$ cat config.mk
export PLATFORM = sky130hd
export DESIGN_NAME = arbitro_vc_flat
export DESIGN_NICKNAME = d
export VERILOG_FILES = /design/src/rtl/arbitro_vc_if.sv /design/src/rtl/arbitro_vc.sv /design/src/flat_wrapper.sv
export SDC_FILE = /design/constraint.sdc
export NUM_CORES = 1
export LEC_CHECK = 0
export ABC_AREA = 1
export CAP_MARGIN = 20
export CORE_MARGIN = 2
export CORE_UTILIZATION = 40
export DETAILED_ROUTE_END_ITERATION = 8
export PLACE_DENSITY = 0.74
export RECOVER_POWER = 100
export REMOVE_ABC_BUFFERS = 1
export SLEW_MARGIN = 20
export SYNTH_ARGS = -nofsm -noshare
export SYNTH_HDL_FRONTEND = slang
export SYNTH_SLANG_ARGS = --single-unit
$ cat constraint.sdc
create_clock -name clk -period 2.5 [get_ports clk]
set_input_delay 0.5 -clock clk [delete_from_list [all_inputs] [get_ports clk]]
set_output_delay 0.5 -clock clk [all_outputs]
set_load 0.03 [all_outputs]
$ cat src/rtl/arbitro_vc_if.sv
// ----------------------------------------------------------------------------
// arbitro_vc_if
//   Bundle between the VC round-robin arbiter and its surroundings: the
//   flow-control FSM (enable, error_in), the two first-word-fall-through
//   VC FIFOs (empty/data/pop) and the two destination FIFOs (almost_full,
//   push, shared d_data). It also carries the status outputs.
//
//   modport slave  : the arbiter's view (flags and head words in, strobes out)
//   modport master : the environment's view (drives flags, observes strobes)
//
//   DATA_WIDTH and COUNT_WIDTH must match the arbiter instance that uses it.
// ----------------------------------------------------------------------------
interface arbitro_vc_if #(
    parameter int DATA_WIDTH  = 6,
    parameter int COUNT_WIDTH = 8
);
    logic                   enable;
    logic                   error_in;
    logic                   vc0_empty;
    logic                   vc1_empty;
    logic [DATA_WIDTH-1:0]  vc0_data;
    logic [DATA_WIDTH-1:0]  vc1_data;
    logic                   d0_almost_full;
    logic                   d1_almost_full;
    logic                   vc0_pop;
    logic                   vc1_pop;
    logic                   d0_push;
    logic                   d1_push;
    logic [DATA_WIDTH-1:0]  d_data;
    logic                   last_grant;
    logic [1:0]             state;
    logic [COUNT_WIDTH-1:0] word_count;

    modport slave (
        input  enable, error_in,
        input  vc0_empty, vc1_empty, vc0_data, vc1_data,
        input  d0_almost_full, d1_almost_full,
        output vc0_pop, vc1_pop, d0_push, d1_push, d_data,
        output last_grant, state, word_count
    );

    modport master (
        output enable, error_in,
        output vc0_empty, vc1_empty, vc0_data, vc1_data,
        output d0_almost_full, d1_almost_full,
        input  vc0_pop, vc1_pop, d0_push, d1_push, d_data,
        input  last_grant, state, word_count
    );
endinterface

$ cat src/rtl/arbitro_vc.sv
// ----------------------------------------------------------------------------
// arbitro_vc
//   Round-robin arbiter/router from two FWFT virtual-channel FIFOs (VC0, VC1)
//   to two destination FIFOs (D0, D1). A VC is eligible when it holds a word
//   and the destination named by that word's MSB is not almost full. At most
//   one VC is popped per cycle (combinational pop strobe); the popped word is
//   registered and pushed into its destination on the following cycle.
//   Ties go to the VC that was not granted last.
//
//   Ports:
//     clk    : single clock, rising edge
//     reset  : asynchronous, active-low; clears all state immediately
//     bus    : arbitro_vc_if.slave
//              in  enable, error_in, vc*_empty, vc*_data, d*_almost_full
//              out vc*_pop (comb), d*_push / d_data (reg), last_grant,
//                  state (0 IDLE, 1 RUN, 2 HALT), word_count (wraps)
// ----------------------------------------------------------------------------
module arbitro_vc #(
    parameter int DATA_WIDTH  = 6,
    parameter int COUNT_WIDTH = 8
) (
    input  logic         clk,
    input  logic         reset,
    arbitro_vc_if.slave  bus
);

    typedef enum logic [1:0] {
        ST_IDLE = 2'd0,
        ST_RUN  = 2'd1,
        ST_HALT = 2'd2
    } state_t;

    localparam int MSB = DATA_WIDTH - 1;

    state_t                 r_state;
    state_t                 w_state_next;
    logic                   r_last_grant;
    logic [DATA_WIDTH-1:0]  r_d_data;
    logic                   r_d0_push;
    logic                   r_d1_push;
    logic [COUNT_WIDTH-1:0] r_word_count;

    logic                   w_vc0_elig;
    logic                   w_vc1_elig;
    logic                   w_gnt0;
    logic                   w_gnt1;
    logic                   w_gnt_any;
    logic [DATA_WIDTH-1:0]  w_gnt_data;

    // A head word is only blocked by the destination it actually targets.
    assign w_vc0_elig = !bus.vc0_empty &&
                        !(bus.vc0_data[MSB] ? bus.d1_almost_full : bus.d0_almost_full);
    assign w_vc1_elig = !bus.vc1_empty &&
                        !(bus.vc1_data[MSB] ? bus.d1_almost_full : bus.d0_almost_full);

    // Next-state and grant decode.
    // NOTE: every output of this block gets a default first so no path leaves
    // a variable unassigned, which would otherwise infer a latch.
    always_comb begin
        w_state_next = r_state;
        w_gnt0       = 1'b0;
        w_gnt1       = 1'b0;

        if (bus.error_in) begin
            w_state_next = ST_HALT;
        end else begin
            case (r_state)
                ST_IDLE: if (bus.enable)  w_state_next = ST_RUN;
                ST_RUN:  if (!bus.enable) w_state_next = ST_IDLE;
                ST_HALT: w_state_next = ST_IDLE;
                default: w_state_next = ST_IDLE;
            endcase
        end

        // enable/error_in gate the grant in the same cycle they change.
        if (r_state == ST_RUN && bus.enable && !bus.error_in) begin
            if (w_vc0_elig && w_vc1_elig) begin
                w_gnt0 = r_last_grant;
                w_gnt1 = !r_last_grant;
            end else begin
                w_gnt0 = w_vc0_elig;
                w_gnt1 = w_vc1_elig;
            end
        end
    end

    assign w_gnt_any  = w_gnt0 || w_gnt1;
    assign w_gnt_data = w_gnt1 ? bus.vc1_data : bus.vc0_data;

    // NOTE: sequential state uses non-blocking assignments so every register
    // samples values from before the edge, independent of statement order.
    always_ff @(posedge clk or negedge reset) begin
        if (!reset) begin
            r_state      <= ST_IDLE;
            r_last_grant <= 1'b1;
            r_d_data     <= '0;
            r_d0_push    <= 1'b0;
            r_d1_push    <= 1'b0;
            r_word_count <= '0;
        end else begin
            r_state   <= w_state_next;
            r_d0_push <= w_gnt_any && !w_gnt_data[MSB];
            r_d1_push <= w_gnt_any &&  w_gnt_data[MSB];
            if (w_gnt_any) begin
                r_d_data     <= w_gnt_data;
                r_last_grant <= w_gnt1;
            end
            if (r_d0_push || r_d1_push) begin
                r_word_count <= r_word_count + COUNT_WIDTH'(1);
            end
        end
    end

    // Pops are combinational; the explicit reset term keeps them low while
    // reset is asserted regardless of what the FIFOs present.
    assign bus.vc0_pop    = w_gnt0 && reset;
    assign bus.vc1_pop    = w_gnt1 && reset;
    assign bus.d0_push    = r_d0_push;
    assign bus.d1_push    = r_d1_push;
    assign bus.d_data     = r_d_data;
    assign bus.last_grant = r_last_grant;
    assign bus.state      = r_state;
    assign bus.word_count = r_word_count;

endmodule

$ cat src/flat_wrapper.sv
// flat-port wrapper written by rule: the top's interface ports become plain ports
module arbitro_vc_flat 
#(
    parameter int DATA_WIDTH  = 6,
    parameter int COUNT_WIDTH = 8
)
  (clk, reset, bus_enable, bus_error_in, bus_vc0_empty, bus_vc1_empty, bus_vc0_data, bus_vc1_data, bus_d0_almost_full, bus_d1_almost_full, bus_vc0_pop, bus_vc1_pop, bus_d0_push, bus_d1_push, bus_d_data, bus_last_grant, bus_state, bus_word_count);
  arbitro_vc_if #(.DATA_WIDTH(DATA_WIDTH), .COUNT_WIDTH(COUNT_WIDTH)) bus_i ();
  input  logic clk;
  input  logic reset;
  input wire logic [$bits(bus_i.enable)-1:0] bus_enable;
  input wire logic [$bits(bus_i.error_in)-1:0] bus_error_in;
  input wire logic [$bits(bus_i.vc0_empty)-1:0] bus_vc0_empty;
  input wire logic [$bits(bus_i.vc1_empty)-1:0] bus_vc1_empty;
  input wire logic [$bits(bus_i.vc0_data)-1:0] bus_vc0_data;
  input wire logic [$bits(bus_i.vc1_data)-1:0] bus_vc1_data;
  input wire logic [$bits(bus_i.d0_almost_full)-1:0] bus_d0_almost_full;
  input wire logic [$bits(bus_i.d1_almost_full)-1:0] bus_d1_almost_full;
  output wire logic [$bits(bus_i.vc0_pop)-1:0] bus_vc0_pop;
  output wire logic [$bits(bus_i.vc1_pop)-1:0] bus_vc1_pop;
  output wire logic [$bits(bus_i.d0_push)-1:0] bus_d0_push;
  output wire logic [$bits(bus_i.d1_push)-1:0] bus_d1_push;
  output wire logic [$bits(bus_i.d_data)-1:0] bus_d_data;
  output wire logic [$bits(bus_i.last_grant)-1:0] bus_last_grant;
  output wire logic [$bits(bus_i.state)-1:0] bus_state;
  output wire logic [$bits(bus_i.word_count)-1:0] bus_word_count;
  assign bus_i.enable = bus_enable;
  assign bus_i.error_in = bus_error_in;
  assign bus_i.vc0_empty = bus_vc0_empty;
  assign bus_i.vc1_empty = bus_vc1_empty;
  assign bus_i.vc0_data = bus_vc0_data;
  assign bus_i.vc1_data = bus_vc1_data;
  assign bus_i.d0_almost_full = bus_d0_almost_full;
  assign bus_i.d1_almost_full = bus_d1_almost_full;
  assign bus_vc0_pop = bus_i.vc0_pop;
  assign bus_vc1_pop = bus_i.vc1_pop;
  assign bus_d0_push = bus_i.d0_push;
  assign bus_d1_push = bus_i.d1_push;
  assign bus_d_data = bus_i.d_data;
  assign bus_last_grant = bus_i.last_grant;
  assign bus_state = bus_i.state;
  assign bus_word_count = bus_i.word_count;
  arbitro_vc #(.DATA_WIDTH(DATA_WIDTH), .COUNT_WIDTH(COUNT_WIDTH)) u_core (.clk(clk), .reset(reset), .bus(bus_i));
endmodule
-- Word-level counts from Yosys, hierarchy flattened
Cells that the tools add are included.
- register bits: 19
- input port bits: 20
- word-level logic and storage cells: 41
- output and inout port bits: 21
- add/sub/neg operators: 1
- equality and inequality tests: 3
- mux-type cells: 11
- reduce and logical (&&, ||, !) cells: 20
- operator list (cell ; count):
    1-bit logical AND ; 9
    8-bit by 1-bit adder with 8-bit output (second input constant) ; 1
    1-bit zero test ; 7
    1-bit two-way mux ; 6
    2-bit two-way mux ; 3
    6-bit two-way mux ; 1
    3-bit inequality test (second input constant) ; 2
    2-bit one-hot mux with 2 select lines ; 1
    2-bit by 1-bit equality test with 1-bit output (second input constant) ; 1
    2-bit zero test ; 1
    1-bit logical OR ; 2
    2-bit AND reduction ; 1

-- Longest topological paths before layout
Gate-level depths: netlist of run 1.
- depth after elaboration: 9
- mapped depth: 8
- depth with buffers taken out: 8

-- Worst setup path before layout of run 1
No wires, ideal clock.
- path type: register -> output
- start: register u_core.r_state[1], in the netlist u_core.bus.state[1]
- end: output port bus_vc0_pop
- arrival: 1609 ps
- stages on the path, launching flop included: 6
- buffers on the path: 0
- path slack: 391 ps
- required time: 2000 ps
- cell sequence: dfrtp_1 -> inv_1 -> nand2_1 -> nor2_1 -> nand2_1 -> a211oi_1
- longest elaborated chain between the ends: 5
- ends and longest elaborated chain (element ; RTL line ; RTL):
    from (decl) ; arbitro_vc.sv:35 ; state_t r_state;
    from (signal assigned) ; arbitro_vc.sv:101 ; r_state <= w_state_next;
    2-bit by 1-bit equality test with 1-bit output ; arbitro_vc.sv:76 ; if (r_state == ST_RUN && bus.enable && !bus.error_in) begin
    1-bit logical AND (2 in series) ; arbitro_vc.sv:76 ;
    1-bit two-way mux ; arbitro_vc.sv:76 ;
    1-bit logical AND ; arbitro_vc.sv:116 ; assign bus.vc0_pop = w_gnt0 && reset;
    to (decl) ; flat_wrapper.sv:19 ; output wire logic [$bits(bus_i.vc0_pop)-1:0] bus_vc0_pop;
Every way passes these cells.

-- Final worst setup path of run 1
- start: input port bus_d0_almost_full
- end: output port bus_vc1_pop
- longest elaborated chain between the ends: 7
- elaborated cells on any way between the ends: 10
- those cells by class: 4 x mux; 6 x reduce/logical
- ends and longest elaborated chain (element ; RTL line ; RTL):
    from (decl) ; flat_wrapper.sv:17 ; input wire logic [$bits(bus_i.d0_almost_full)-1:0] bus_d0_almost_full;
    1-bit two-way mux, on equally long branches ; arbitro_vc.sv:52, arbitro_vc.sv:54 ;
    1-bit zero test, on equally long branches ; arbitro_vc.sv:52, arbitro_vc.sv:54 ;
    1-bit logical AND, on equally long branches ; arbitro_vc.sv:51, arbitro_vc.sv:53 ;
    1-bit logical AND ; arbitro_vc.sv:77 ; if (w_vc0_elig && w_vc1_elig) begin
    1-bit two-way mux (*) ; arbitro_vc.sv:77 ;
    1-bit two-way mux (*) ; arbitro_vc.sv:76 ;
    1-bit logical AND (*) ; arbitro_vc.sv:117 ; assign bus.vc1_pop = w_gnt1 && reset;
    to (decl) ; flat_wrapper.sv:20 ; output wire logic [$bits(bus_i.vc1_pop)-1:0] bus_vc1_pop;
Mark *: on every way between the ends. The rest lies on a longest branch, timed or not.

==> flow_metrics.tcl, run 1 <==
set metrics [dict create \
    fin_area_um2 1479 \
    layout_min_cycle_time_ps 2354 \
    clk_pin_slew_ps 100 \
    cts_hold_buf 0 \
    die_w_um 55.08 \
    grt_overflow 0 \
    cts_buffers 3 \
    ff2ff_setup_slack_ps 1070 \
    num_antenna_cells 0 \
    max-cap-violations 0 \
    drt_iter0_drc 17 \
    placed_area_um2 1480 \
    syn-cell-area_um2 1044 \
    drc 0 \
    cp.required_ps 2000 \
    timing.final.ws_setup_ps 145.6 \
    cts_max_path_buffers 2 \
    row_count 18 \
    die_h_um 55.08 \
    finClkSkew_ps 1.627 \
    hp-class "register to register" \
    cts.sinks 19 \
    vias_per_cell 4.728 \
    period_share 0.9418 \
    synth_cell_type_count 25 \
    nets 194 \
    synth-seq-cells 19 \
    power_per_cell_area_nw_per_um2 528.1 \
    post_cts_resized 0 \
    die_area_um2 3033 \
    tightest_slew_ps 993.6 \
    rr_worst_depth 8 \
    finalWirelength_um 2172 \
    wl_per_cell_um 10.75 \
    place_congestion 0.7292 \
    status "completed" \
    cp_slowest_cell "dlygate4sd3_1" \
    clk_latency_ps 290 \
    max_stage_delay_ps 580 \
    area_growth_pct 41.73 \
    synth-warning-count 0 \
    ios 41 \
    post_cts_buffers 0 \
    relSlewSlack 0.3376 \
    ant_nets 0 \
    hold_violations 0 \
    cp_cell_sequence "dlygate4sd3_1, nand2_2, nand3_2, nor2_4, nand2_4, nor2_1, buf_4" \
    grt_pass1_wl_um 3588 \
    p_leak_nw 0.7854 \
    setup.worst_path.class "input pin to output port" \
    critical_path.max_fanout 8 \
    maxSlewViolCount 0 \
    h-tree-depth 1 \
    start_util 0.4212 \
    setup_viol 0 \
    dr_total_vias 955 \
    cts-root-buf "clkbuf_4" \
    core_area_um2 2477 \
    drive_above_1_share 0.1047 \
    io_buffers 40 \
    grt_pass1_vias 897 \
    dp_worst_setup_slack_ps 201.5 \
    worstPathArrival_ps 1850 \
    max-vdd-ir-drop_v 0.0004727 \
    yosysSeqAreaShare 0.4568 \
    dp_hpwl_um 1785 \
    setup_tns_ps 0 \
    cts_tree "built" \
    startpoint_type "input pin" \
    antenna_found_initial 0 \
    grt_max_degree 20 \
    synth_cells 128 \
    grtUsageTotal 0.1645 \
    hold_depth 1 \
    grt_setup_unrepaired "no" \
    dr.pass1.iters 4 \
    fmax_mhz 424.7 \
    cp-end-kind "output port" \
    syn_avg_cell_area_um2 8.152 \
]
sequential cells by signal (all words and copies together) (netlist names):
signal	count
u_core.bus.last_grant	1
u_core.bus.d0_push	1
u_core.bus.d_data	6
u_core.bus.d1_push	1
u_core.bus.word_count	8
u_core.bus.state	2
layout make-up:
class	instances	area [um2]
fillers	241	998.5
inverters	23	86.33
clock buffers	4	26.28
multi-input cells	85	455.4
repair buffers	41	396.6
well taps	30	37.54
flip-flops and latches	19	476.7
per-stage QoR:
step	util	total power, mW	hold WS (ps)	std cells
6_report	0.5970	0.7810	483.6	202
5_1_grt	0.5970	0.8295	535.1	202
4_1_cts	0.6081	0.8109	495.5	202
3_5_place_dp	0.5975	0.6587	474.8	198
3_3_place_gp	0.5975	0.6540	466.6	198
2_1_floorplan	-	0.5243	204.4	127
cells in the final DEF (no fill, tap or decap), drive strengths merged:
cell type,synthesis,layout
nand2,39,39
inv,23,23
dlygate4sd3,0,21
dfrtp,18,18
nand3,18,18
clkdlybuf4s50,0,17
nor2,12,12
clkbuf,1,6
xor2,3,3
nor3,3,3
nand4,2,2
a21oi,2,2
a211oi,1,1
nor3b,1,1
xnor2,1,1
o21ai,1,1
nand3b,1,1
ha,1,1
buf,0,1
dfstp,1,1
critical path: cells and delay by family:
family	cells	cell delay, ps
and+or+nand+nor	5	590
buffers and inverters	2	750
cells by family after synthesis:
| family | after synthesis | share of synthesized area |
|---|---|---|
| simple gates | 76 | 0.3861 |
| buf+inv | 24 | 0.08633 |
| flops | 19 | 0.4568 |
| compound gates | 4 | 0.02517 |
| xor+xnor | 4 | 0.03358 |
| fa+ha+maj | 1 | 0.01199 |
cell usage after synthesis, drive strengths merged:
cell type / number / share of area
dfrtp: 18 / 0.43
a211oi: 1 / 0.0072
ha: 1 / 0.012
xor2: 3 / 0.025
nor2: 12 / 0.061
nand3: 18 / 0.10
nand2: 39 / 0.17
dfstp: 1 / 0.025
xnor2: 1 / 0.0084
clkbuf: 1 / 0.0036
nor3: 3 / 0.014
nand3b: 1 / 0.0072
inv: 23 / 0.083
nand4: 2 / 0.026
a21oi: 2 / 0.013
o21ai: 1 / 0.0048
nor3b: 1 / 0.0072
worst paths after layout:
check	from	endpoint
max in group asynchronous	reset	u_core.bus.d_data[3]$_DFFE_PN0P_
hold reg to reg	u_core.bus.state[1]$_DFFE_PN0P_	u_core.bus.state[0]$_DFFE_PN0P_
min in group asynchronous	reset	u_core.bus.word_count[1]$_DFFE_PN0P_
setup / recovery	bus_d0_almost_full	bus_vc1_pop
setup reg to reg	u_core.bus.state[1]$_DFFE_PN0P_	u_core.bus.d_data[0]$_DFFE_PN0P_
hold / removal	u_core.bus.state[1]$_DFFE_PN0P_	u_core.bus.state[0]$_DFFE_PN0P_
where the power goes:
part           switching [mW]  internal (mW)
logic                   0.146          0.106
registers              0.0320          0.348
clock network          0.0865         0.0620
routing by layer:
layer	GRT usage	up-vias	part of all wire
li1	-	486	-
met1	0.2065	423	0.46
met2	0.2897	43	0.47
met3	0.02688	3	0.066
met4	0.04878	0	0.0087
met5	0	-	0
(Power assumes the default switching activity.)
==> inputs of run 2 (changes only) <==
--- a/config.mk
+++ b/config.mk
@@ -9,6 +9,7 @@
 export CAP_MARGIN = 20
 export CORE_MARGIN = 2
 export CORE_UTILIZATION = 40
+export CTS_CLUSTER_DIAMETER = 60
 export DETAILED_ROUTE_END_ITERATION = 8
 export PLACE_DENSITY = 0.74
 export RECOVER_POWER = 100
==> results of run 2 <==
The final DEF is identical to that of run 1; final timing and power are the same.
